[src/rtl/game_ctrl_pkg.sv]
// -----------------------------------------------------------------------------
// game_ctrl_pkg
//   Shared types and default constants for the game sequencer.
//   - game_state_t : top-level game FSM encoding
//   - speed_t      : horizontal speed, Q5.10 pixels per frame
//   - DEFAULT_*    : default parameter values used by game_ctrl / speed_ramp
// -----------------------------------------------------------------------------
package game_ctrl_pkg;

    typedef enum logic [1:0] {
        IDLE    = 2'd0,
        RUNNING = 2'd1,
        CRASHED = 2'd2
    } game_state_t;

    typedef logic [14:0] speed_t;

    localparam int SPEED_FRAC_BITS = 10;

    // Distance accumulator is Q16.10: 16 integer pixel bits + speed fraction.
    localparam int DIST_INT_BITS = 16;
    localparam int DIST_ACC_BITS = DIST_INT_BITS + SPEED_FRAC_BITS;

    localparam int DEFAULT_FPS            = 60;
    localparam int DEFAULT_SPEED_INIT     = 6144;   // 6.0 px/frame
    localparam int DEFAULT_SPEED_MAX      = 13312;  // 13.0 px/frame
    localparam int DEFAULT_ACCEL          = 1;
    localparam int DEFAULT_CLEAR_FRAMES   = 180;
    localparam int DEFAULT_RESTART_FRAMES = 45;

endpackage

[src/rtl/game_ctrl_speed_ramp.sv]
// -----------------------------------------------------------------------------
// speed_ramp
//   Speed and distance accumulators for the running game.
//   load     : reinitialise speed to SPEED_INIT and clear distance (game start)
//   step     : one running frame: distance += speed, speed += ACCEL (both
//              saturating); distance uses the speed value from before the step
// Ports
//   clk, rst   clock, asynchronous active-high reset
//   load, step control strobes (load has priority)
//   speed      current speed, Q5.10
//   distance   integer part of the Q16.10 distance accumulator
// -----------------------------------------------------------------------------
module speed_ramp
    import game_ctrl_pkg::*;
#(
    parameter int SPEED_INIT = DEFAULT_SPEED_INIT,
    parameter int SPEED_MAX  = DEFAULT_SPEED_MAX,
    parameter int ACCEL      = DEFAULT_ACCEL
) (
    input  logic        clk,
    input  logic        rst,
    input  logic        load,
    input  logic        step,
    output logic [14:0] speed,
    output logic [15:0] distance
);

    localparam speed_t SPEED_INIT_V = speed_t'(SPEED_INIT);
    localparam speed_t SPEED_MAX_V  = speed_t'(SPEED_MAX);
    localparam int     ACC_SUM_W    = DIST_ACC_BITS + 1;

    logic [15:0]              speed_sum;
    speed_t                   speed_next;
    logic [ACC_SUM_W-1:0]     acc_sum;
    logic [DIST_ACC_BITS-1:0] acc;
    logic [DIST_ACC_BITS-1:0] acc_next;

    // One spare bit on each adder catches the overflow used for saturation.
    always_comb begin
        speed_sum  = {1'b0, speed} + 16'(ACCEL);
        speed_next = (speed_sum > {1'b0, SPEED_MAX_V}) ? SPEED_MAX_V : speed_sum[14:0];
        acc_sum    = {1'b0, acc} + ACC_SUM_W'(speed);
        acc_next   = acc_sum[ACC_SUM_W-1] ? '1 : acc_sum[DIST_ACC_BITS-1:0];
    end

    // NOTE: sequential state uses non-blocking assignments so every flop
    // samples pre-edge values regardless of process evaluation order.
    always_ff @(posedge clk or posedge rst) begin
        if (rst) begin
            speed <= SPEED_INIT_V;
            acc   <= '0;
        end else if (load) begin
            speed <= SPEED_INIT_V;
            acc   <= '0;
        end else if (step) begin
            speed <= speed_next;
            acc   <= acc_next;
        end
    end

    // A saturated accumulator is all ones, so the integer part pins at 0xFFFF.
    assign distance = acc[DIST_ACC_BITS-1:SPEED_FRAC_BITS];

endmodule

[src/rtl/game_ctrl.sv]
// -----------------------------------------------------------------------------
// game_ctrl
//   Top-level game sequencer: turns the frame tick into update/timer strobes,
//   runs the IDLE -> RUNNING -> CRASHED -> RUNNING game FSM, gates obstacle
//   spawning after a clear period, enforces a restart lockout after a crash
//   and drives the PRNG seed hold.
// Ports
//   clk, rst       clock, asynchronous active-high reset
//   frame_tick     1-cycle pulse per video frame
//   jump           1-cycle debounced jump/start pulse
//   collision      level, collision detected this cycle
//   update         1-cycle per-frame advance strobe (RUNNING only)
//   timer          free-running frame counter 0..FPS-1
//   start          1-cycle pulse on game (re)start
//   crash          high while CRASHED
//   speed          current speed, Q5.10
//   has_obstacles  obstacle spawning enabled
//   rng_load       hold PRNG at seed (IDLE only)
//   distance       integer pixels run, saturating
// All outputs come straight from flops.
// -----------------------------------------------------------------------------
module game_ctrl
    import game_ctrl_pkg::*;
#(
    parameter int FPS            = DEFAULT_FPS,
    parameter int SPEED_INIT     = DEFAULT_SPEED_INIT,
    parameter int SPEED_MAX      = DEFAULT_SPEED_MAX,
    parameter int ACCEL          = DEFAULT_ACCEL,
    parameter int CLEAR_FRAMES   = DEFAULT_CLEAR_FRAMES,
    parameter int RESTART_FRAMES = DEFAULT_RESTART_FRAMES
) (
    input  logic        clk,
    input  logic        rst,
    input  logic        frame_tick,
    input  logic        jump,
    input  logic        collision,
    output logic        update,
    output logic [5:0]  timer,
    output logic        start,
    output logic        crash,
    output logic [14:0] speed,
    output logic        has_obstacles,
    output logic        rng_load,
    output logic [15:0] distance
);

    localparam int CLR_W = $clog2(CLEAR_FRAMES + 1);
    localparam int RST_W = $clog2(RESTART_FRAMES + 1);

    localparam logic [5:0]       TIMER_LAST  = 6'(FPS - 1);
    localparam logic [CLR_W-1:0] CLEAR_MAX   = CLR_W'(CLEAR_FRAMES);
    localparam logic [RST_W-1:0] RESTART_MAX = RST_W'(RESTART_FRAMES);

    game_state_t      state;
    game_state_t      state_next;
    logic [CLR_W-1:0] clear_cnt;
    logic [CLR_W-1:0] clear_cnt_inc;
    logic [RST_W-1:0] restart_cnt;

    logic start_go;   // game (re)starts at this edge
    logic crash_go;   // collision ends the run at this edge
    logic adv;        // running frame advances at this edge

    logic start_d;
    logic update_d;
    logic crash_d;
    logic rng_load_d;

    // Collision outranks a coincident frame tick; jump only acts outside
    // RUNNING, so it is naturally ignored on a crash edge.
    assign start_go = jump && ((state == IDLE) ||
                               (state == CRASHED && restart_cnt == RESTART_MAX));
    assign crash_go = (state == RUNNING) && collision;
    assign adv      = (state == RUNNING) && frame_tick && !collision;

    // ---------------------------------------------------------------- state reg
    always_ff @(posedge clk or posedge rst) begin
        if (rst) begin
            state    <= IDLE;
            start    <= 1'b0;
            update   <= 1'b0;
            crash    <= 1'b0;
            rng_load <= 1'b1;
        end else begin
            state    <= state_next;
            start    <= start_d;
            update   <= update_d;
            crash    <= crash_d;
            rng_load <= rng_load_d;
        end
    end

    // --------------------------------------------------------------- next state
    always_comb begin
        // NOTE: default assignment up front so no path through the case
        // leaves state_next unassigned (which would infer a latch).
        state_next = state;
        case (state)
            IDLE:    if (start_go) state_next = RUNNING;
            RUNNING: if (crash_go) state_next = CRASHED;
            CRASHED: if (start_go) state_next = RUNNING;
            default: state_next = IDLE;
        endcase
    end

    // ------------------------------------------------------------------ outputs
    // start_go and adv are mutually exclusive by state, so start and update
    // can never be high together.
    always_comb begin
        start_d    = start_go;
        update_d   = adv;
        crash_d    = (state_next == CRASHED);
        rng_load_d = (state_next == IDLE);
    end

    // ----------------------------------------------------------------- counters
    assign clear_cnt_inc = (clear_cnt == CLEAR_MAX) ? clear_cnt : clear_cnt + CLR_W'(1);

    always_ff @(posedge clk or posedge rst) begin
        if (rst) begin
            timer         <= '0;
            clear_cnt     <= '0;
            restart_cnt   <= '0;
            has_obstacles <= 1'b0;
        end else begin
            if (frame_tick) begin
                timer <= (timer == TIMER_LAST) ? '0 : timer + 6'd1;
            end

            if (start_go) begin
                clear_cnt     <= '0;
                has_obstacles <= 1'b0;
            end else if (adv) begin
                clear_cnt <= clear_cnt_inc;
                if (clear_cnt_inc == CLEAR_MAX) begin
                    has_obstacles <= 1'b1;
                end
            end

            if (crash_go) begin
                restart_cnt <= '0;
            end else if (state == CRASHED && frame_tick && restart_cnt != RESTART_MAX) begin
                restart_cnt <= restart_cnt + RST_W'(1);
            end
        end
    end

    // ------------------------------------------------------- speed and distance
    speed_ramp #(
        .SPEED_INIT (SPEED_INIT),
        .SPEED_MAX  (SPEED_MAX),
        .ACCEL      (ACCEL)
    ) u_speed_ramp (
        .clk      (clk),
        .rst      (rst),
        .load     (start_go),
        .step     (adv),
        .speed    (speed),
        .distance (distance)
    );

endmodule

[config.mk]
export PLATFORM = sky130hd
export DESIGN_NAME = game_ctrl
export DESIGN_NICKNAME = d
export VERILOG_FILES = /design/src/rtl/game_ctrl_pkg.sv /design/src/rtl/game_ctrl_speed_ramp.sv /design/src/rtl/game_ctrl.sv
export SDC_FILE = /design/constraint.sdc
export NUM_CORES = 1
export LEC_CHECK = 0
export ABC_AREA = 1
export BUFFER_PORTS_ARGS = -buffer_cell sky130_fd_sc_hd__buf_2
export CORE_ASPECT_RATIO = 0.5
export CORE_UTILIZATION = 54
export CTS_BUF_LIST = sky130_fd_sc_hd__clkbuf_16
export CTS_CLUSTER_SIZE = 30
export DETAILED_ROUTE_END_ITERATION = 10
export HOLD_SLACK_MARGIN = 0.06
export MAX_ROUTING_LAYER = met4
export PLACE_DENSITY = 0.77
export SETUP_SLACK_MARGIN = 0.5
export SYNTH_ARGS = -nofsm -noshare
export SYNTH_HDL_FRONTEND = slang
export SYNTH_SLANG_ARGS = --single-unit
[constraint.sdc]
create_clock -name clk -period 2.02 [get_ports clk]
set_clock_uncertainty 0.05 [all_clocks]
set_input_delay 0.101 -clock clk [delete_from_list [all_inputs] [get_ports clk]]
set_output_delay 0.101 -clock clk [all_outputs]
set_load 0.005 [all_outputs]
==> run metrics <==
combinational fraction of design power 38.3%; Final Setup Violations 37; critical path peak fanout 3; R2R Path End u_speed_ramp.acc[22]; post-synth top area share 34.5%; number of flops mapped to enable cells by yosys 0; Min-Delay Startpoint frame_tick; WL final 17900 um; HP Class primary input to register; power per cell area 810 nW/um2; Clk Latency, worst-skew pair 360 ps; top_reg_cell synth dfrtp_1; die area 9130 um2; final hold vios 0; Internal 3.45 mW; vias in the first global route 4719; 1st-pass router iterations 7; Syn Area/Cell 6.99 um2; Worst Max-Slew Pin Slew 541 ps; Post-synth ARST share 100%; worst setup margin -273 ps; CTS tree built; clk sink count 68; r2r setup slk -270 ps; Synth Instances 675; Fin Hold WS 88.1 ps; num ports 47; residual DRC count 0; DR WL met3 1960 um; clk buf depth 2; min cycle time layout 2290 ps; highest metal used met4; failing checks setup timing; Inserted Diodes 0; Final #Nets 818; most frequent cells in the layout 171 x nand2_1, 74 x inv_1, 62 x dfrtp_1; Critical Path Source Type register; Worst EP arrival 2500 ps; max-cap violation count 0; met2 WL 8070 um; Achievable Freq 436 MHz; row count 23; Synth Warn # 0; launching point of the worst reg2reg path u_speed_ramp.speed[8]; Met1 Wirelength 6660 um; Post-Syn Area 4720 um2; Die W 134 um; layout cells sized above 1 38.7%; R2R depth 10; Yosys reg bits 68; RSZ-0062 raised after global routing yes; Layout Area Growth over Synthesis 45.1%; final worst path period share 114%; DR iter-0 viols 692; Final Max Slew Viols 0; Die Y 68.1 um; Endpoint, Worst Hold timer[0]; register share of total power 32.6%; sequential area share after synthesis 36.2%; Setup TNS -5800 ps; switching share of power 37.7%; largest net degree at the start of global routing 69; Worst Setup SP u_speed_ramp.speed[8]; core area 8230 um2; Rel. slew slack 63.5%; H-tree depth 3; DR vias/cell 6.21; initial core utilization 57.3%; initial antenna violation count 0; WL per Instance 19.7 um; Place WS -69.2 ps; status finished, violations left; Clk pwr share 29.1%; critical path class register to register; CTS root buf clkbuf_16; total track usage 33.4%; WHS Path Cells 3; port bufs 46; leak pwr 3.53 nW; Yosys cell types 38; Setup crit end kind register; switching power total 2.09 mW; hpwl dp 8750 um; TritonCTS Buffers 9; synth top area cells dfrtp_1 34%, nand2_1 17%, inv_1 6.3%; Syn Nets 702; first-pass GRT wire length 22500 um; clock slew at reported path FFs 70 ps; Synth area leader dfrtp_1; most common cell after layout, fill and taps aside nand2_1; antenna viol nets, final 0; grt ovf 0; VDD IR max 652 uV; vias 5636; WP data required 2220 ps; global placement routability congestion 0.973
==> metal layers <==
layer,up-vias,global-route usage (%)
met1,2596,40.2
met4,0,13.5
met5,-,-
li1,2402,-
met2,460,55.6
met3,178,7.78
==> power by group through the flow <==
stage / sequential, mW / combinational, mW / clock [mW]
finish: 1.81 / 2.12 / 1.61
global route: 1.82 / 2.24 / 1.67
CTS: 1.77 / 1.67 / 1.57
detailed placement: 1.79 / 1.27 / 0
global placement: 1.78 / 1.24 / 0
floorplan: 1.78 / 0.830 / 0
==> flip-flops by register name, indices dropped and copies added (netlist names), 2 cells and up <==
name and count:
clear_cnt 8, u_speed_ramp.speed 15, restart_cnt 6, timer 6, state 2, u_speed_ramp.acc 26
==> critical path, cell delays in order (launching register included) <==
cell and delay [ps]:
dfrtp_1 390, ha_1 360, nand2_1 140, o21ai_0 480, nand2_1 210, nand2_1 110, nand2_1 90, nand4_1 160
nand3_4 80, nand2_1 70, nand2_1 50
==> stage by stage <==
stage / utilization, % / power, mW / instance area, um2 / cells
final: 83.2 / 5.54 / 6840 / 908
after global routing: 83.2 / 5.73 / 6840 / 908
after CTS: 76.2 / 5.02 / 6270 / 896
after detailed placement: 64.7 / 3.06 / 5320 / 852
after global placement: 64.7 / 3.02 / 5320 / 852
after floorplan: - / 2.61 / 4780 / 675
==> cell families after synthesis <==
logic type      share of synthesized area (%)
simple gates                             34.4
buf+inv                                  10.0
compound gates                           9.68
flops                                    36.2
fa+ha+maj                                6.00
xor+xnor                                 3.71
==> final cells by class <==
type | instances | area, um2
clock buffer | 9 | 225
clock inverter | 7 | 60.1
fill | 437 | 1390
inverter | 81 | 329
multi-input combinational | 502 | 3380
sequential | 68 | 1710
tap | 112 | 140
timing repair buffer | 128 | 982
timing repair inverter | 1 | 16.3
==> synth_stat cells, types with 5 or more instances <==
master / instances
buf_4: 16
o21ai_0: 38
o22ai_1: 5
nand4_1: 13
nand2_1: 212
nand3b_1: 7
nor3_1: 10
nor2_1: 58
ha_1: 21
dfrtp_1: 65
nor2_2: 6
a21oi_1: 26
nand3_1: 57
inv_1: 79
xor2_1: 17
clkbuf_1: 7
==> worst max path at each step <==
| stage | slack [ps] | cells past startpoint | endpoint |
|---|---|---|---|
| 6_report | -270 | 10 | u_speed_ramp.acc[22] |
| 5_1_grt | -310 | 10 | u_speed_ramp.acc[22] |
| 4_1_cts | 50 | 14 | u_speed_ramp.acc[19] |
| 3_5_place_dp | -70 | 13 | u_speed_ramp.acc[24] |
| 3_3_place_gp | -40 | 9 | u_speed_ramp.acc[15] |
| 2_1_floorplan | 9 | 13 | u_speed_ramp.acc[1] |
==> what timing repair did <==
action | CTS | global route
gates resized for setup | 106 | 123
pin swaps | 40 | 50
gates cloned | 4 | 0
setup buffers | 22 | 12
endpoints found under the setup margin | 55 | 57
hold buffers | 2 | 0
endpoints found under the hold margin | 66 | 0
Power figures use the tool's default switching activity.
